==> config.mk <==
export PLATFORM = sky130hd
export DESIGN_NAME = mode_start_ctrl
export DESIGN_NICKNAME = d
export VERILOG_FILES = /design/src/rtl/mode_start_ctrl.sv
export SDC_FILE = /design/constraint.sdc
export NUM_CORES = 1
export LEC_CHECK = 0
export ABC_AREA = 0
export CORE_MARGIN = 5
export CORE_UTILIZATION = 30
export CTS_CLUSTER_DIAMETER = 40
export DETAILED_ROUTE_END_ITERATION = 16
export PLACE_DENSITY = 0.51
export SLEW_MARGIN = 15
export SYNTH_ARGS = -nofsm -noshare
export SYNTH_HDL_FRONTEND = slang
export SYNTH_SLANG_ARGS = --single-unit
==> constraint.sdc <==
create_clock -name clk -period 1.93 [get_ports clk]
set_clock_uncertainty 0.2 [all_clocks]
set_input_delay 0.4825 -clock clk [delete_from_list [all_inputs] [get_ports clk]]
set_output_delay 0.4825 -clock clk [all_outputs]
set_load 0.1 [all_outputs]
==> src/rtl/mode_start_ctrl.sv <==
// -----------------------------------------------------------------------------
// mode_start_ctrl
//
// Front-panel control sequencer. Synchronises and debounces the start button,
// synchronises the N mode switches, validates the selection, issues a one-cycle
// start pulse to the selected engine and tracks it until that engine reports
// done. Drives mode/idle LEDs, an error indication and an optional beep.
//
// Optional feature macro: DONE_BEEP_EN
//   defined   : buzzer_o beeps for BEEP_CYCLES cycles after a completion when
//               buzzer_mode_i is high in the DONE cycle.
//   undefined : buzzer_o tied low, buzzer_mode_i unused, no beep counter.
//
// Ports:
//   clk            system clock
//   rst            asynchronous active-high reset
//   mode_sw_i      raw mode switches (level)
//   start_i        raw start button, active high
//   buzzer_mode_i  beep-enable switch
//   done_i         per-engine completion pulse (clk domain)
//   mode_start_o   one-hot one-cycle start pulse to the selected engine
//   mode_led_o     one-hot run LED; all ones during an error
//   led_idle_o     high in IDLE
//   busy_o         high in RUN
//   active_mode_o  index of the latched mode, held outside RUN
//   done_o         one-cycle pulse on accepted completion
//   err_o          illegal-selection indication, ERR_CYCLES long
//   buzzer_o       beep output
// -----------------------------------------------------------------------------
module mode_start_ctrl #(
   parameter int N_MODES         = 2,
   parameter int DEBOUNCE_CYCLES = 16,
   parameter int ERR_CYCLES      = 32,
   parameter int BEEP_CYCLES     = 64,
   localparam int MODE_W         = (N_MODES > 1) ? $clog2(N_MODES) : 1
) (
   input  logic               clk,
   input  logic               rst,
   input  logic [N_MODES-1:0] mode_sw_i,
   input  logic               start_i,
   input  logic               buzzer_mode_i,
   input  logic [N_MODES-1:0] done_i,
   output logic [N_MODES-1:0] mode_start_o,
   output logic [N_MODES-1:0] mode_led_o,
   output logic               led_idle_o,
   output logic               busy_o,
   output logic [MODE_W-1:0]  active_mode_o,
   output logic               done_o,
   output logic               err_o,
   output logic               buzzer_o
);

   localparam int DB_W  = (DEBOUNCE_CYCLES > 1) ? $clog2(DEBOUNCE_CYCLES) : 1;
   localparam int ERR_W = (ERR_CYCLES > 1) ? $clog2(ERR_CYCLES) : 1;
   localparam logic [DB_W-1:0]  DB_MAX  = DB_W'(DEBOUNCE_CYCLES - 1);
   localparam logic [ERR_W-1:0] ERR_MAX = ERR_W'(ERR_CYCLES - 1);

   typedef enum logic [1:0] {
      ST_IDLE = 2'd0,
      ST_RUN  = 2'd1,
      ST_DONE = 2'd2,
      ST_ERR  = 2'd3
   } state_t;

   // True when exactly one bit of v is set.
   function automatic logic is_onehot(input logic [N_MODES-1:0] v);
      return (v != {N_MODES{1'b0}}) &&
             ((v & (v - N_MODES'(1))) == {N_MODES{1'b0}});
   endfunction

   // Index of the set bit of a one-hot vector.
   function automatic logic [MODE_W-1:0] onehot_to_idx(input logic [N_MODES-1:0] v);
      logic [MODE_W-1:0] idx;
      idx = {MODE_W{1'b0}};
      for (int i = 0; i < N_MODES; i++) begin
         if (v[i]) begin
            idx = MODE_W'(i);
         end
      end
      return idx;
   endfunction

   // Synchroniser stages
   logic               start_s1_q, start_s2_q;
   logic [N_MODES-1:0] mode_s1_q, mode_s2_q;

   // Debounce state
   logic [DB_W-1:0] db_cnt_q;
   logic            db_level_q;
   logic            db_prev_q;
   logic            start_evt_q;

   // FSM state and registered outputs
   state_t             state_q;
   logic [N_MODES-1:0] mode_start_q;
   logic [N_MODES-1:0] mode_led_q;
   logic               led_idle_q;
   logic               busy_q;
   logic [MODE_W-1:0]  active_mode_q;
   logic               done_q;
   logic               err_q;
   logic [ERR_W-1:0]   err_cnt_q;

   logic               sel_legal_s;
   logic [MODE_W-1:0]  sel_idx_s;

   // Two-flop synchronisers for the button and the mode switches
   always_ff @(posedge clk or posedge rst) begin
      if (rst) begin
         start_s1_q <= 1'b0;
         start_s2_q <= 1'b0;
         mode_s1_q  <= {N_MODES{1'b0}};
         mode_s2_q  <= {N_MODES{1'b0}};
      end else begin
         start_s1_q <= start_i;
         start_s2_q <= start_s1_q;
         mode_s1_q  <= mode_sw_i;
         mode_s2_q  <= mode_s1_q;
      end
   end

   // Debounce: the level flips only after DEBOUNCE_CYCLES consecutive
   // disagreeing samples; the rising edge is registered into a start event.
   always_ff @(posedge clk or posedge rst) begin
      if (rst) begin
         db_cnt_q    <= {DB_W{1'b0}};
         db_level_q  <= 1'b0;
         db_prev_q   <= 1'b0;
         start_evt_q <= 1'b0;
      end else begin
         if (start_s2_q != db_level_q) begin
            if (db_cnt_q == DB_MAX) begin
               db_level_q <= ~db_level_q;
               db_cnt_q   <= {DB_W{1'b0}};
            end else begin
               db_cnt_q <= db_cnt_q + DB_W'(1);
            end
         end else begin
            db_cnt_q <= {DB_W{1'b0}};
         end
         db_prev_q   <= db_level_q;
         start_evt_q <= db_level_q & ~db_prev_q;
      end
   end

   // Selection validation from the synchronised switches
   always_comb begin
      sel_legal_s = is_onehot(mode_s2_q);
      sel_idx_s   = onehot_to_idx(mode_s2_q);
   end

   // Sequencer FSM with registered outputs
   always_ff @(posedge clk or posedge rst) begin
      if (rst) begin
         state_q       <= ST_IDLE;
         mode_start_q  <= {N_MODES{1'b0}};
         mode_led_q    <= {N_MODES{1'b0}};
         led_idle_q    <= 1'b1;
         busy_q        <= 1'b0;
         active_mode_q <= {MODE_W{1'b0}};
         done_q        <= 1'b0;
         err_q         <= 1'b0;
         err_cnt_q     <= {ERR_W{1'b0}};
      end else begin
         // Pulse outputs default low each cycle
         mode_start_q <= {N_MODES{1'b0}};
         done_q       <= 1'b0;
         case (state_q)
            ST_IDLE: begin
               if (start_evt_q) begin
                  if (sel_legal_s) begin
                     state_q       <= ST_RUN;
                     active_mode_q <= sel_idx_s;
                     mode_start_q  <= mode_s2_q;
                     mode_led_q    <= mode_s2_q;
                     busy_q        <= 1'b1;
                     led_idle_q    <= 1'b0;
                  end else begin
                     state_q    <= ST_ERR;
                     err_q      <= 1'b1;
                     err_cnt_q  <= {ERR_W{1'b0}};
                     mode_led_q <= {N_MODES{1'b1}};
                     led_idle_q <= 1'b0;
                  end
               end else begin
                  state_q <= ST_IDLE;
               end
            end
            ST_RUN: begin
               // Start events are not looked at here, so a coincident
               // start is dropped when done wins.
               if (done_i[active_mode_q]) begin
                  state_q    <= ST_DONE;
                  done_q     <= 1'b1;
                  busy_q     <= 1'b0;
                  mode_led_q <= {N_MODES{1'b0}};
               end else begin
                  state_q <= ST_RUN;
               end
            end
            ST_DONE: begin
               state_q    <= ST_IDLE;
               led_idle_q <= 1'b1;
            end
            ST_ERR: begin
               if (err_cnt_q == ERR_MAX) begin
                  state_q    <= ST_IDLE;
                  err_q      <= 1'b0;
                  err_cnt_q  <= {ERR_W{1'b0}};
                  mode_led_q <= {N_MODES{1'b0}};
                  led_idle_q <= 1'b1;
               end else begin
                  err_cnt_q <= err_cnt_q + ERR_W'(1);
               end
            end
            default: begin
               state_q      <= ST_IDLE;
               mode_start_q <= {N_MODES{1'b0}};
               mode_led_q   <= {N_MODES{1'b0}};
               led_idle_q   <= 1'b1;
               busy_q       <= 1'b0;
               err_q        <= 1'b0;
               err_cnt_q    <= {ERR_W{1'b0}};
            end
         endcase
      end
   end

`ifdef DONE_BEEP_EN
   localparam int BEEP_W = (BEEP_CYCLES > 1) ? $clog2(BEEP_CYCLES) : 1;
   localparam logic [BEEP_W-1:0] BEEP_MAX = BEEP_W'(BEEP_CYCLES - 1);

   logic              buzzer_q;
   logic [BEEP_W-1:0] beep_cnt_q;

   // Beep timer: armed from the DONE cycle, runs independently of the FSM
   always_ff @(posedge clk or posedge rst) begin
      if (rst) begin
         buzzer_q   <= 1'b0;
         beep_cnt_q <= {BEEP_W{1'b0}};
      end else begin
         if (state_q == ST_DONE && buzzer_mode_i) begin
            buzzer_q   <= 1'b1;
            beep_cnt_q <= {BEEP_W{1'b0}};
         end else if (buzzer_q) begin
            if (beep_cnt_q == BEEP_MAX) begin
               buzzer_q   <= 1'b0;
               beep_cnt_q <= {BEEP_W{1'b0}};
            end else begin
               beep_cnt_q <= beep_cnt_q + BEEP_W'(1);
            end
         end else begin
            beep_cnt_q <= {BEEP_W{1'b0}};
         end
      end
   end

   assign buzzer_o = buzzer_q;
`else
   logic [32:0] unused_beep_s;
   assign unused_beep_s = {buzzer_mode_i, 32'(BEEP_CYCLES)};
   assign buzzer_o      = 1'b0;
`endif

   assign mode_start_o  = mode_start_q;
   assign mode_led_o    = mode_led_q;
   assign led_idle_o    = led_idle_q;
   assign busy_o        = busy_q;
   assign active_mode_o = active_mode_q;
   assign done_o        = done_q;
   assign err_o         = err_q;

endmodule

# Yosys cells after proc, flatten, opt, wreduce, memory -nomap -nowiden
# Cells that the tools add are included.
[totals]
register_bits = 29
input_bits = 8
elab_cells = 85
[op_classes]
n_addsub = 3
order_cmp = 1
n_eq_ne = 11
mux = 34
bitwise = 4
reduce_logical = 15
[op_table]
columns = ["cell", "n"]
rows = [
  ["two-way mux 2 bit", 10],
  ["two-way mux 5 bit", 3],
  ["two-way mux 1 bit", 13],
  ["AND reduction 4 bit", 3],
  ["!= test 2 bit (second input constant)", 5],
  ["one-hot mux 5 bit (2 select lines)", 1],
  ["AND reduction 3 bit", 3],
  ["two-way mux 4 bit", 2],
  ["one-hot mux 2 bit (4 select lines)", 1],
  ["one-hot mux 2 bit (3 select lines)", 1],
  ["nonzero test 2 bit", 3],
  ["nonzero test 3 bit", 2],
  ["adder 5 x 1 -> 5 bit (second input constant)", 1],
  ["== test 5 bit (second input constant)", 1],
  ["adder 4 x 1 -> 4 bit (second input constant)", 1],
  ["== test 2 bit (second input constant)", 2],
  ["== test 4 bit (second input constant)", 1],
  ["logical NOT 2 bit", 2],
  ["one-hot mux 1 bit (2 select lines)", 2],
  ["one-hot mux 1 bit (3 select lines)", 1],
  ["bitwise AND 2 bit", 1],
  ["== test 2 x 1 -> 1 bit (second input constant)", 1],
  ["< comparator 1 x 2 -> 1 bit (second input constant)", 1],
  ["NOT 1 bit", 2],
  ["5 further kinds", 5],
]

# Longest topological paths before layout
# Gate-level depths: netlist of run 1.
[logic_depth]
depth_word = 7
depth_mapped = 6
mapped_depth_nobuf = 6

# Worst setup path before layout of run 1
# Ideal clock, no wire load.
[synth_path]
kind = "flip-flop to flip-flop"
from = "reg active_mode_q (netlist: active_mode_o)"
to = "reg mode_led_q[0] (netlist: mode_led_o[0])"
setup_ns = 0.135
t_arrival_ns = 1.540
required_time_ns = 1.595
setup_slack_ns = 0.056
path_stages_with_launch = 4
path_buffers = 0
synth_period_minus_slack_ns = 1.874
path_cell_list = "dfrtp_1 -> mux2i_1 -> a221oi_2 -> o22ai_1"
[synth_between]
elab_chain_cells = 4
[synth_lines]
columns = ["item", "line", "rtl"]
rows = [
  ["start, declared", "99", "logic [MODE_W-1:0] active_mode_q;"],
  ["start signal, assigned", "160", "active_mode_q <= {MODE_W{1'b0}};"],
  ["start signal, assigned", "173", "active_mode_q <= sel_idx_s;"],
  ["two-way mux 1 bit (not written as such) (2 in series)", "192", "if (done_i[active_mode_q]) begin"],
  ["!= test 2 bit (no line)", "n/a", ""],
  ["AND reduction 4 bit (no line)", "n/a", ""],
  ["end signal, assigned", "196", "mode_led_q <= {N_MODES{1'b0}};"],
  ["end signal, assigned", "210", "mode_led_q <= {N_MODES{1'b0}};"],
  ["end signal, assigned", "219", "mode_led_q <= {N_MODES{1'b0}};"],
  ["end, declared", "96", "logic [N_MODES-1:0] mode_led_q;"],
]
# No other way between the ends. The select of a mux whose other input is x is not followed.
# A chain may end at the register's enable or synchronous reset.

# Worst setup path after layout of run 1
[layout_path]
from = "reg err_cnt_q[0]"
to = "reg err_cnt_q[3]"
[layout_between]
elab_chain_cells = 3
[layout_lines]
columns = ["item", "line", "rtl"]
rows = [
  ["start, declared", "102", "logic [ERR_W-1:0] err_cnt_q;"],
  ["start signal, assigned", "163", "err_cnt_q <= {ERR_W{1'b0}};"],
  ["start signal, assigned", "181", "err_cnt_q <= {ERR_W{1'b0}};"],
  ["start signal, assigned", "209", "err_cnt_q <= {ERR_W{1'b0}};"],
  ["adder 5 x 1 -> 5 bit or == test 5 bit (tied branches)", "213, 206", ""],
  ["two-way mux 5 bit *", "206", "if (err_cnt_q == ERR_MAX) begin"],
  ["one-hot mux 5 bit (2 select lines) *", "168", "case (state_q)"],
]
# Mark *: on every way between the ends. The rest lies on a longest branch, timed or not.

==> impl_metrics.env, run 1 <==
export IMPL_synth_area_um2=1230
export IMPL_drt_total_wl_mm=2.20
export IMPL_clk_path_buf_depth=2
export IMPL_drive_gt1_frac=0.274
export IMPL_n_antenna_cell=0
export IMPL_cp_slowest_cell="dfrtp_1"
export IMPL_dp_hpwl_mm=1.57
export IMPL_gr_total_overflow=0
export IMPL_cts_root_buf="clkbuf_8"
export IMPL_area_delta_synth_final_pct=38.2
export IMPL_async_flop_share=1.00
export IMPL_crit_path_start_kind="flop"
export IMPL_finalSetupViolCount=0
export IMPL_syn_inst=98
export IMPL_hp_start="mode_s1_q[1]"
export IMPL_slowest_delay_ns=0.38
export IMPL_hold_viol=0
export IMPL_p_leak_nw=0.804
export IMPL_max_cap_violations=0
export IMPL_n_fill_cell=372
export IMPL_rows=23
export IMPL_yosysWarnings=0
export IMPL_final_nets=137
export IMPL_finalSetupTns_ns=0
export IMPL_avgSynthCellArea_um2=12.5
export IMPL_cts_sinks=29
export IMPL_synth_edf_count=0
export IMPL_rsz0062_at_grt="no"
export IMPL_insertion_delay_ns=0.28
export IMPL_gp_congestion=0.698
export IMPL_timing_final_crit_period_ns=1.86
export IMPL_die_area_um2=5470
export IMPL_cts_buffers=5
export IMPL_fp_dieW_um=73.9
export IMPL_r2r_start="err_cnt_q[0]"
export IMPL_status="finished clean"
export IMPL_grt_max_degree=30
export IMPL_holdBufCountCts=0
export IMPL_die_y_um=73.9
export IMPL_design_area_um2=1690
export IMPL_wl_per_cell_um=12.7
export IMPL_required_ns=1.89
export IMPL_synthFlopType="dfrtp_1"
export IMPL_drcViolationCount=0
export IMPL_grt_pass1_vias=811
export IMPL_htree_levels=2
export IMPL_cp_end_kind="flop"
export IMPL_grt_pass1_wl_mm=3.60
export IMPL_cts_tree="done"
export IMPL_ys_seq_elements=29
export IMPL_ys_seq_area_frac=0.593
export IMPL_path_clk_slew_ns=0.06
export IMPL_ant_nets=0
export IMPL_initial_core_util=0.309
export IMPL_max_freq_ghz=0.538
export IMPL_post_dp_cell_area_um2=1530
export IMPL_crit_chain="ha_2 -> and3_4 -> ha_4 -> and3b_2 -> and3_1 -> a211o_1"
export IMPL_portBuffers=15
export IMPL_cp_startpoint="err_cnt_q[0]"
export IMPL_syn_num_nets=112
export IMPL_synth_top_area_share=0.571
export IMPL_power_density_nw_per_um2=800
export IMPL_worstSetupPathType="flop to flop"
export IMPL_period_share=0.962
export IMPL_yosys_area_top_type="dfrtp_1"
export IMPL_worstPathMaxFanout=4
export IMPL_first_pass_iters=4
export IMPL_synthDistinctLibCells=36
export IMPL_ioPinCount=18
export IMPL_grt_usage=0.0901
export IMPL_ir_drop_mv=0.474
export IMPL_antenna_found_initial=0
export IMPL_critPathArrivalTime_ns=1.82
export IMPL_drt_iter0_drc=46
export IMPL_slew_viol_final=0
export IMPL_vias=811
export IMPL_worstHoldPathType="flop to flop"
export IMPL_synth_area_top_cells="dfrtp_1 57%, ha_1 6.1%, inv_1 2.8%"
export IMPL_core_area_um2=3970
export IMPL_avgViaCountPerCell=4.66
critical path: cells and delay by family, from the launching register on:
family / cells / cell delay (ns)
flip-flops: 1 / 0.38
AND/OR/NAND/NOR: 3 / 0.60
adder cells (fa/ha/maj): 2 / 0.34
AO/OA/AOI/OAI: 1 / 0.22
final cells by class:
cell class                      instances  area (um2)  area share
Sequential cell                        29         727       0.429
Inverter                                9        33.8      0.0199
Clock inverter                          2        37.5      0.0222
Timing Repair Buffer                   21         285       0.168
Clock buffer                            6        82.6      0.0487
Multi-Input combinational cell         57         465       0.275
Tap cell                               50        62.6      0.0369
layout by cell type (no fill, tap or decap), types with 3 or more instances in the layout:
master and n:
dfrtp_1 28, inv_1 9, buf_12 9, clkbuf_8 6
clkdlybuf4s50_1 6, buf_4 6, a21oi_1 4, ha_1 4
o21ai_0 3, nand3_1 3, nand2_1 3
report_power, final:
part	switching, mW	leakage [nW]	total (mW)	internal (mW)
Combinational	0.0429	0.367	0.0722	0.0293
Clock	0.233	0.0574	0.652	0.419
Sequential	0.0105	0.380	0.632	0.621
cell usage after synthesis (all sizes together), types with 2 or more instances:
cell type   n
nand2       3
o21ai       3
inv         9
a211o       2
nor3b       3
buf         3
nor2b       2
a32o        2
a21oi       4
mux2        3
nor2        3
ha          6
xnor2       2
and3        2
o22ai       2
dfrtp      28
nand3       3
nand2b      2
and2        2
stage by stage:
step                setup WS (ns)   util  hold WS [ns]  std cells  power, mW
floorplan                  0.0557      -         0.131         98      0.686
global placement           0.0697  0.386         0.133        164      0.713
detailed placement         0.0659  0.386         0.143        164      0.716
CTS                        0.0389  0.416         0.158        172       1.38
global route              0.00800  0.427         0.176        174       1.41
finish                     0.0726  0.427         0.153        174       1.36
repair_timing:
action	CTS	global route
setup buffers	0	2
resized for setup	0	6
setup endpoints to repair	0	4
per-layer routing:
layer | GRT usage | part of all wire | vias to the layer above
li1 | - | - | 385
met1 | 0.103 | 0.42 | 406
met2 | 0.131 | 0.51 | 14
met3 | 0.0405 | 0.050 | 6
met4 | 0.0704 | 0.021 | 0
met5 | 0 | 0 | -
cells by family (layout without fill, tap and decap cells):
| kind of cell | Yosys count | count (layout) | share of synthesized area |
|---|---|---|---|
| AO/OA/AOI/OAI | 17 | 17 | 0.0990 |
| other | 1 | 1 | 0.00306 |
| AND/OR/NAND/NOR | 27 | 27 | 0.145 |
| multiplexers | 4 | 4 | 0.0357 |
| flip-flops | 29 | 29 | 0.593 |
| XOR/XNOR | 2 | 2 | 0.0143 |
| adder cells (fa/ha/maj) | 6 | 6 | 0.0612 |
| buffers and inverters | 12 | 38 | 0.0490 |
registers in the layout, indices dropped and copies added, names as in the netlist:
register	flops
mode_s2_q	2
mode_start_o	2
busy_o	1
db_cnt_q	4
mode_s1_q	2
err_cnt_q	5
start_s1_q	1
db_prev_q	1
db_level_q	1
active_mode_o	1
done_o	1
led_idle_o	1
state_q	2
start_evt_q	1
start_s2_q	1
err_o	1
mode_led_o	2
final timing paths:
path                                end  slack (ns)  cells after the start
setup / recovery           err_cnt_q[3]        0.07                      6
hold / removal             mode_s2_q[1]        0.15                      0
setup reg to reg           err_cnt_q[3]        0.07                      6
hold reg to reg            mode_s2_q[1]        0.15                      0
max in group asynchronous    led_idle_o        0.86                      3
min in group asynchronous        busy_o        0.37                      3
Note: power is estimated with default switching activity, not from simulation.
==> inputs of run 2 (changes only) <==
--- a/config.mk
+++ b/config.mk
@@ -6,9 +6,7 @@
 export NUM_CORES = 1
 export LEC_CHECK = 0
 export ABC_AREA = 0
-export CORE_MARGIN = 5
 export CORE_UTILIZATION = 30
-export CTS_CLUSTER_DIAMETER = 40
 export DETAILED_ROUTE_END_ITERATION = 16
 export PLACE_DENSITY = 0.51
 export SLEW_MARGIN = 15
==> run 2 against run 1 <==
Against the previous run:
- final cell count decreased by 0.57%
- hold slack got worse by 0.0040 ns
- combinational power increased by 6.4%
- via count decreased by 3.2%
- clock power decreased by 15%
- power decreased by 7.0%
- core utilization increased by 1.8 points
- sequential power about the same
- worst setup slack got worse by 0.0088 ns
- clock-buffer cell count increased by 1
- largest power group is now sequential cells
==> impl_metrics.env, run 2 (synthesis gave the netlist of run 1 again) <==
export IMPL_ir_drop_mv=0.451
export IMPL_slew_viol_final=0
export IMPL_required_ns=1.90
export IMPL_gp_congestion=0.649
export IMPL_cts_buffers=5
export IMPL_holdBufCountCts=0
export IMPL_insertion_delay_ns=0.28
export IMPL_timing_final_crit_period_ns=1.87
export IMPL_clockPowerShare=0.439
export IMPL_cp_top_family="simple AND/OR/NAND/NOR gates"
export IMPL_die_area_um2=4350
export IMPL_hold_viol=0
export IMPL_cts_sinks=29
export IMPL_cp_slowest_cell="dfrtp_1"
export IMPL_regMostFlops="err_cnt_q"
export IMPL_mostFrequentLayoutCells="28 x dfrtp_1, 10 x buf_12, 9 x inv_1, 7 x clkbuf_8"
export IMPL_ant_nets=0
export IMPL_finalPower_mw=1.26
export IMPL_vias=785
export IMPL_max_freq_ghz=0.536
export IMPL_clk_path_buf_depth=2
export IMPL_cts_tree="done"
export IMPL_area_delta_synth_final_pct=37.7
export IMPL_grt_max_degree=30
export IMPL_p_leak_nw=0.812
export IMPL_grt_pass1_vias=816
export IMPL_n_antenna_cell=0
export IMPL_core_area_um2=3800
export IMPL_avgViaCountPerCell=4.54
export IMPL_gr_total_overflow=0
export IMPL_dp_hpwl_mm=1.47
export IMPL_switching_power_mw=0.286
export IMPL_max_cap_violations=0
export IMPL_finalSetupTns_ns=0
export IMPL_post_dp_cell_area_um2=1540
export IMPL_finalSetupViolCount=0
export IMPL_initial_core_util=0.323
export IMPL_rows=22
export IMPL_drive_gt1_frac=0.288
export IMPL_wl_per_cell_um=13.0
export IMPL_drt_iter0_drc=15
export IMPL_htree_levels=2
export IMPL_largest_reg_flops=5
export IMPL_design_area_um2=1690
export IMPL_power_frac_seq=0.500
export IMPL_grt_pass1_wl_mm=3.80
export IMPL_fin_util=0.444
export IMPL_portBuffers=15
export IMPL_path_clk_slew_ns=0.07
export IMPL_power_density_nw_per_um2=747
export IMPL_die_y_um=65.9
export IMPL_top_regs="err_cnt_q (5), db_cnt_q (4)"
export IMPL_cts_root_buf="clkbuf_8"
export IMPL_antenna_found_initial=0
export IMPL_slowest_delay_ns=0.38
export IMPL_p_int_mw=0.975
export IMPL_final_nets=138
export IMPL_power_share_switching=0.227
export IMPL_power_frac_comb=0.061
export IMPL_worstSetupPathType="flop to flop"
export IMPL_drcViolationCount=0
export IMPL_worstHoldPathType="flop to flop"
export IMPL_crit_path_start_kind="flop"
export IMPL_crit_chain="ha_2 -> and3_1 -> ha_2 -> and3b_2 -> and3_1 -> a211o_1"
export IMPL_grt_usage=0.121
export IMPL_ioPinCount=18
export IMPL_drt_total_wl_mm=2.24
export IMPL_period_share=0.967
export IMPL_fp_dieW_um=65.9
export IMPL_critPathBufInv=0
export IMPL_critPathArrivalTime_ns=1.84
export IMPL_hold_slack_ns=0.149
export IMPL_first_pass_iters=4
export IMPL_final_common_cell="dfrtp_1"
export IMPL_status="finished clean"
export IMPL_cp_end_kind="flop"
export IMPL_worstPathMaxFanout=4
[run 2: path summary, 6_finish.rpt]
check | slack (ns) | depth (start not counted) | from | endpoint
worst max-delay path | 0.06 | 6 | err_cnt_q[1] | err_cnt_q[3]
worst min-delay path | 0.15 | 0 | mode_s1_q[1] | mode_s2_q[1]
worst max register to register | 0.06 | 6 | err_cnt_q[1] | err_cnt_q[3]
worst min register to register | 0.15 | 0 | mode_s1_q[1] | mode_s2_q[1]
max in group asynchronous | 0.95 | 3 | rst | led_idle_o
min in group asynchronous | 0.35 | 3 | rst | state_q[1]
[run 2: worst reg2reg max path, stage by stage, from the launching register on]
cell,delay (ns)
dfrtp_1,0.38
ha_2,0.20
and3_1,0.16
ha_2,0.18
and3b_2,0.24
and3_1,0.18
a211o_1,0.22
[run 2: area by class of cell]
class	instances	area [um2]
fillers	344	2110
flip-flops and latches	29	727
multi-input cells	57	460
repair buffers	22	305
clock buffers	7	96.3
well taps	48	60.1
inverters	9	33.8
clock inverters	1	5.00
[run 2: stage by stage]
step	worst slack, ns	std cells
3_3_place_gp	0.0742	161
2_1_floorplan	0.0557	98
4_1_cts	0.0133	169
3_5_place_dp	0.0365	161
6_report	0.0638	173
5_1_grt	-0.0230	173
[run 2: power by group through the flow]
| stage | clock network [mW] | registers, mW | logic (mW) |
|---|---|---|---|
| final | 0.554 | 0.631 | 0.0768 |
| after global routing | 0.598 | 0.632 | 0.0853 |
| after CTS | 0.565 | 0.631 | 0.0784 |
| after detailed placement | 0 | 0.642 | 0.0778 |
| after global placement | 0 | 0.641 | 0.0759 |
| after floorplan | 0 | 0.647 | 0.0385 |
[run 2: what timing repair did]
action / in CTS / in global routing
setup endpoints to repair: 0 / 4
gates resized for setup: 0 / 6
setup buffers: 0 / 4
[run 2: routing by layer]
metal,GRT usage,vias up,wire [um]
li1,-,385,-
met1,0.144,385,983
met2,0.186,9,1150
met3,0.0517,6,68
met4,0.0559,0,42
met5,0,-,0
==> inputs of run 3 (changes only) <==
--- a/config.mk
+++ b/config.mk
@@ -8,7 +8,8 @@
 export ABC_AREA = 0
 export CORE_UTILIZATION = 30
 export DETAILED_ROUTE_END_ITERATION = 16
-export PLACE_DENSITY = 0.51
+export DONT_BUFFER_PORTS = 1
+export PLACE_DENSITY = 0.46
 export SLEW_MARGIN = 15
 export SYNTH_ARGS = -nofsm -noshare
 export SYNTH_HDL_FRONTEND = slang
==> constraint.sdc (replaced) <==
create_clock -name clk -period 1.93 [get_ports clk]
set_clock_uncertainty 0.2 [all_clocks]
set_input_delay 0.579 -clock clk [delete_from_list [all_inputs] [get_ports clk]]
set_output_delay 0.579 -clock clk [all_outputs]
set_load 0.1 [all_outputs]
==> run 3 against run 2 <==
Against the previous run:
- clock power increased by 17%
- routed wire length is 11% lower
- non-clock buffer count down 8
- global-route usage decreased by 0.58 points
- sequential share of layout area up 4.6 points
- register-to-register slack improved by 0.03 ns
- fmax rose by 1.5%
- sequential power barely moved
- design area down 9.7%
- sequential cell count unchanged
- clock-buffer cell count fell by 1
- largest cell class unchanged
- highest routed layer unchanged
==> impl_metrics.env, run 3 (synthesis gave the netlist of run 1 again) <==
export IMPL_status="finished clean"
export IMPL_ant_nets=0
export IMPL_grt_usage=0.115
export IMPL_fp_dieW_um=65.9
export IMPL_p_leak_nw=0.751
export IMPL_fin_util=0.401
export IMPL_insertion_delay_ns=0.27
export IMPL_drt_iter0_drc=2
export IMPL_clk_path_buf_depth=2
export IMPL_holdBufCountCts=0
export IMPL_cts_buffers=5
export IMPL_drcViolationCount=0
export IMPL_die_area_um2=4350
export IMPL_design_area_um2=1520
export IMPL_finalSetupViolCount=0
export IMPL_layout_setup_ws_ns=0.0913
export IMPL_path_clk_slew_ns=0.06
export IMPL_final_nets=130
export IMPL_first_pass_iters=4
export IMPL_area_delta_synth_final_pct=24.3
export IMPL_worstHoldPathType="primary input to asynchronous set/reset pin"
export IMPL_max_freq_ghz=0.544
export IMPL_ioPinCount=18
export IMPL_slew_viol_final=0
export IMPL_cts_root_buf="clkbuf_8"
export IMPL_pre_cts_slack_ns=0.0151
export IMPL_ir_drop_mv=0.521
export IMPL_cp_end_kind="flop"
export IMPL_htree_levels=2
export IMPL_power_density_nw_per_um2=877
export IMPL_cts_sinks=29
export IMPL_top_regs="err_cnt_q (5), db_cnt_q (4)"
export IMPL_largest_reg_flops=5
export IMPL_worstPathMaxFanout=4
export IMPL_crit_path_start_kind="flop"
export IMPL_hold_viol=0
export IMPL_mostFrequentLayoutCells="28 x dfrtp_1, 13 x buf_4, 9 x inv_1, 6 x clkbuf_8"
export IMPL_regMostFlops="err_cnt_q"
export IMPL_core_area_um2=3800
export IMPL_rsz0062_at_grt="no"
export IMPL_drt_total_wl_mm=2.00
export IMPL_grt_pass1_vias=826
export IMPL_portBuffers=0
export IMPL_vias=778
export IMPL_n_antenna_cell=0
export IMPL_hold_slack_ns=0.0637
export IMPL_critPathArrivalTime_ns=1.80
export IMPL_max_cap_violations=0
export IMPL_initial_core_util=0.323
export IMPL_regToRegSetupSlack_ns=0.09
export IMPL_die_y_um=65.9
export IMPL_avgViaCountPerCell=4.72
export IMPL_stdcell_count=165
export IMPL_antenna_found_initial=0
export IMPL_dp_cells=154
export IMPL_worstSetupPathType="flop to flop"
export IMPL_cts_tree="done"
export IMPL_finalPower_mw=1.34
export IMPL_finalSetupTns_ns=0
export IMPL_final_common_cell="dfrtp_1"
export IMPL_required_ns=1.89
export IMPL_dp_hpwl_mm=1.34
export IMPL_drive_gt1_frac=0.282
export IMPL_rows=22
export IMPL_gp_congestion=0.731
export IMPL_post_dp_cell_area_um2=1360
export IMPL_gr_total_overflow=0
export IMPL_timing_final_crit_period_ns=1.84
export IMPL_grt_pass1_wl_mm=3.66
export IMPL_wl_per_cell_um=12.1
export IMPL_grt_max_degree=30
export IMPL_period_share=0.953
[run 3: area by class of cell]
type,instances,area (um2)
fillers,367,2270
flip-flops and latches,29,727
multi-input cells,57,465
repair buffers,14,118
clock buffers,6,82.6
well taps,48,60.1
clock inverters,2,37.5
inverters,9,33.8
[run 3: worst max-delay path, cell delays in order (launching register included)]
cell and delay [ns]:
dfrtp_1 0.38, ha_2 0.20, and3_4 0.19, ha_4 0.13, and3b_2 0.24, and3_1 0.17
a211o_1 0.22
[run 3: worst paths after layout]
kind                               from            to  cells after the start
max in group asynchronous           rst    led_idle_o                      2
max reg2reg                err_cnt_q[1]  err_cnt_q[3]                      6
min                                 rst    start_s2_q                      2
min in group clk                start_i    start_s1_q                      0
max                        err_cnt_q[1]  err_cnt_q[3]                      6
min reg2reg                mode_s1_q[1]  mode_s2_q[1]                      0
[run 3: where the power goes]
part	switching (mW)	leakage (nW)	internal [mW]
Sequential	0.00952	0.380	0.621
Clock	0.229	0.0574	0.419
Combinational	0.0417	0.314	0.0167
Total	0.280	0.751	1.06
[run 3: layer usage]
layer	wire, um	vias to the layer above	GRT usage	share of wire
met5	0	-	0	0
met2	975	13	0.188	0.49
li1	-	375	-	-
met3	70	5	0.0362	0.035
met1	914	385	0.133	0.46
met4	42	0	0.0638	0.021
[run 3: what timing repair did]
action                     in CTS  in global routing
buffers inserted                0                  3
gates resized for setup         0                  7
setup endpoints to repair       0                  7
==> variant 1 (config.mk and constraints of run 2) <==
Add an input register stage for `mode_sw_i`, `start_i` and `done_i`, without a reset; this delays them by one clock. The other inputs are not delayed to match.
--- a/src/rtl/mode_start_ctrl.sv
+++ b/src/rtl/mode_start_ctrl.sv
@@ -64,2 +64,12 @@
 
+   logic [N_MODES-1:0] mode_sw_q;
+   logic start_q;
+   logic [N_MODES-1:0] done_r;
+
+   always_ff @(posedge clk) begin
+      mode_sw_q <= mode_sw_i;
+      start_q   <= start_i;
+      done_r    <= done_i;
+   end
+
    // True when exactly one bit of v is set.
@@ -114,5 +124,5 @@
       end else begin
-         start_s1_q <= start_i;
+         start_s1_q <= start_q;
          start_s2_q <= start_s1_q;
-         mode_s1_q  <= mode_sw_i;
+         mode_s1_q  <= mode_sw_q;
          mode_s2_q  <= mode_s1_q;
@@ -191,3 +201,3 @@
                // start is dropped when done wins.
-               if (done_i[active_mode_q]) begin
+               if (done_r[active_mode_q]) begin
                   state_q    <= ST_DONE;
Formal check against the unedited RTL: same outputs for any inputs over 10 cycles, from zero or initial values and one cycle with rst high; that may be too few to reach the edited logic, so the function may still have changed.
==> variant 1 against run 2 <==
Cell area increased by 6.2%. Maximum frequency increased by 3.1%. Count of clock-buffer cells in the layout decreased by 1. Synthesized area increased by 11%. Setup slack improved by 0.055 ns. Power increased by 5.4%. Sequential cell count increased by 5. Routed wire length increased by 3.1%. Worst hold slack got worse by 0.018 ns. Utilization decreased by 3.3 points. Die area increased by 11%. Largest cell class unchanged.
==> variant 1: results (changes against run 2) <==
* Netlist cell types at 38 (was 36)
* Met2 Usage GRT at 16.4% (was 18.6%)
* P_int at 1.02 mW (was 0.975 mW)
* FF-to-FF End: mode_led_o[0] (was err_cnt_q[3])
* Maximum vdd drop at 0.000489 V (was 0.000451 V)
* Post-synthesis compound-gate area fraction at 9.44% (was 9.90%)
* Top cell family by delay on the critical path: adder cells (was simple AND/OR/NAND/NOR gates)
* Avg WL per Cell at 12.4 um (was 13.0 um)
* Post-synthesis share of cell area spent on xor and xnor gates at 1.28% (was 1.43%)
* GR Util met1 at 13.0% (was 14.4%)
* Dpl cells at 177 (was 161)
* Outcome: completed (unchanged)
* Comb pwr at 0.0899 mW (was 0.0768 mW)
* Post-synth top cells: 28 x dfrtp_1, 6 x ha_1, 6 x inv_1, 6 x nand3_1 (was 28 x dfrtp_1, 9 x inv_1, 6 x ha_1)
* Grt met3 use at 4.07% (was 5.17%)
* Vias at 866 (was 785)
* Filler instances at 404 (was 344)
* Post-DP Area at 1690 um2 (was 1540 um2)
* Met3 WL at 97 um (was 68 um)
* CP Data Arrival Time at 1.78 ns (was 1.84 ns)
* Post-synthesis adder-cell area fraction at 5.50% (was 6.12%)
* Metal2 WL at 1.10 mm (was 1.15 mm)
* Detailed placement HPWL at 1.63 mm (was 1.47 mm)
* Syn nets at 121 (was 112)
* Post-route minimum period at 1.81 ns (was 1.87 ns)
* Final Non-Filler Cells at 186 (was 173)
* Sequential share of the synthesized area at 60.6% (was 59.3%)
* Initial DRC Count at 24 (was 15)
* Reg power frac at 56.1% (was 50.0%)
* Global-route wire length before repair at 4.03 mm (was 3.80 mm)
* Worst reg-to-reg setup slack at 0.12 ns (was 0.06 ns)
* Layout Nets at 147 (was 138)
* Gpl congestion at 0.707 (was 0.649)
* Leak at 0.840 nW (was 0.812 nW)
* Share of cells above drive strength 1 at 26.1% (was 28.8%)
* Setup crit start: err_cnt_q[0] (was err_cnt_q[1])
* Vias in the first global route at 898 (was 816)
* Power Total at 1.33 mW (was 1.26 mW)
* Worst slack, placed at 0.0587 ns (was 0.0365 ns)
==> variant 1: layout make-up <==
type,instances,area (um2),area share (%)
Tap cell,52,65.1,3.63
Multi-Input combinational cell,63,497,27.7
Timing Repair Buffer,22,293,16.3
Clock buffer,6,72.6,4.05
Sequential cell,34,828,46.2
Clock inverter,2,10.0,0.559
Inverter,7,26.3,1.47
==> variant 1: worst min-delay path by stage <==
stage                        end         start  cells past startpoint  slack [ns]
floorplan           mode_s1_q[0]  mode_sw_q[0]                      0        0.12
global placement    mode_s1_q[0]  mode_sw_q[0]                      0        0.12
detailed placement  mode_s1_q[1]  mode_sw_q[1]                      0        0.12
CTS                 mode_s1_q[1]  mode_sw_q[1]                      0        0.13
global route        mode_s1_q[1]  mode_sw_q[1]                      0        0.13
finish              mode_s1_q[1]  mode_sw_q[1]                      0        0.13
==> variant 2 (flow settings as in run 2) <==
Made on the original files. Add a define of `DONE_BEEP_EN`.
--- a/src/rtl/mode_start_ctrl.sv
+++ b/src/rtl/mode_start_ctrl.sv
@@ -29,2 +29,4 @@
 // -----------------------------------------------------------------------------
+`define DONE_BEEP_EN
+
 module mode_start_ctrl #(
Check against the original RTL: no difference found for any inputs over 10 cycles, from zero or initial values and one cycle with rst high; that may be too few to reach the edited logic, so the function may still have changed.
==> variant 2 against run 2 <==
Critical endpoint is now err_cnt_q[2]. Critical path type unchanged. Cell area increased by 20%. Count of clock-buffer cells in the layout is 1 lower. Setup slack improved by 0.092 ns. Routed wire length up 19%. Sequential cell count up 7. Synthesized cell count up 26%. Power grew 61%. Synthesized area grew 26%.
==> variant 2: results (changes against run 2) <==
* Sequential share of the synthesized area at 58.5% (was 59.3%)
* Pre-antenna DRT Iters at 2 (was 4)
* Async set-reset flop share out of synthesis at 100% (unchanged)
* Netlist cell types at 40 (was 36)
* Clock-cell share at 5.33% (was 6.00%)
* Top cells by area, synth: dfrtp_1 57%, ha_1 6.5%, nand3_1 2.3% (was dfrtp_1 57%, ha_1 6.1%, inv_1 2.8%)
* CP Data Arrival Time at 1.78 ns (was 1.84 ns)
* Layout Nets at 163 (was 138)
* Leak at 0.925 nW (was 0.812 nW)
* Top cell family by delay on the critical path: adder cells (was simple AND/OR/NAND/NOR gates)
* Clk sinks at 36 (was 29)
* Multi-input comb cells at 79 (was 57)
* Comb pwr at 0.447 mW (was 0.0768 mW)
* Gpl congestion at 0.744 (was 0.649)
* Vias at 1000 (was 785)
* Global-route wire length before repair at 4.74 mm (was 3.80 mm)
* CP max stage delay at 0.41 ns (was 0.38 ns)
* Initial DRC Count at 61 (was 15)
* Vias in the first global route at 1059 (was 816)
* Outcome: completed (unchanged)
* Post-synth top cells: 35 x dfrtp_1, 8 x ha_1, 7 x nand2_1, 7 x nand3_1, 6 x nor2_1 (was 28 x dfrtp_1, 9 x inv_1, 6 x ha_1)
* Multi-input gate area at 604 um2 (was 460 um2)
* Share of cells above drive strength 1 at 19.6% (was 28.8%)
* Avg WL per Cell at 12.4 um (was 13.0 um)
* Avg Cell Area, Syn at 12.5 um2 (about the same)
* Filler instances at 469 (was 344)
* Post-DP Area at 1910 um2 (was 1540 um2)
* Largest net degree at the start of global routing at 37 (was 30)
* Maximum vdd drop at 0.000402 V (was 0.000451 V)
* NetSw at 0.606 mW (was 0.286 mW)
* Plain + repair buffers at 19 (was 22)
* Top flop regs: beep_cnt_q (6), err_cnt_q (5), db_cnt_q (4) (was err_cnt_q (5), db_cnt_q (4))
* FF+latch area at 903 um2 (was 727 um2)
* CLK BUF at 6 (was 7)
* Final wirelength at 2.68 mm (was 2.24 mm)
* Non-clock buffering overhead at 14.7% (was 18.1%)
* Synth Cell Area at 1540 um2 (was 1230 um2)
* Syn nets at 139 (was 112)
* Tot GR Track Use at 11.9% (was 12.1%)
* Clock group share of total power at 31.6% (was 43.9%)
variant 2: final timing paths:
kind	from	end	slack (ns)	depth (start not counted)
max	err_cnt_q[0]	err_cnt_q[2]	0.16	6
min	mode_s1_q[1]	mode_s2_q[1]	0.15	0
max reg2reg	err_cnt_q[0]	err_cnt_q[2]	0.16	6
min reg2reg	mode_s1_q[1]	mode_s2_q[1]	0.15	0
max in group asynchronous	rst	led_idle_o	0.95	3
min in group asynchronous	rst	state_q[1]	0.34	3
variant 2: cell families (layout without fill, tap and decap cells):
logic type | count (synthesis) | count (layout) | synth area share [%]
xor+xnor | 6 | 6 | 3.41
flops | 36 | 36 | 58.5
simple gates | 37 | 37 | 14.5
buf+inv | 8 | 33 | 2.68
mux | 5 | 5 | 4.06
fa+ha+maj | 8 | 8 | 6.49
compound gates | 23 | 23 | 10.4
variant 2: metal layers:
metal	routed length [um]	vias to the layer above	global-route usage, %
li1	-	481	-
met1	1160	498	13.5
met2	1360	15	19.4
met3	96	6	4.66
met4	56	0	6.20
met5	0	-	0
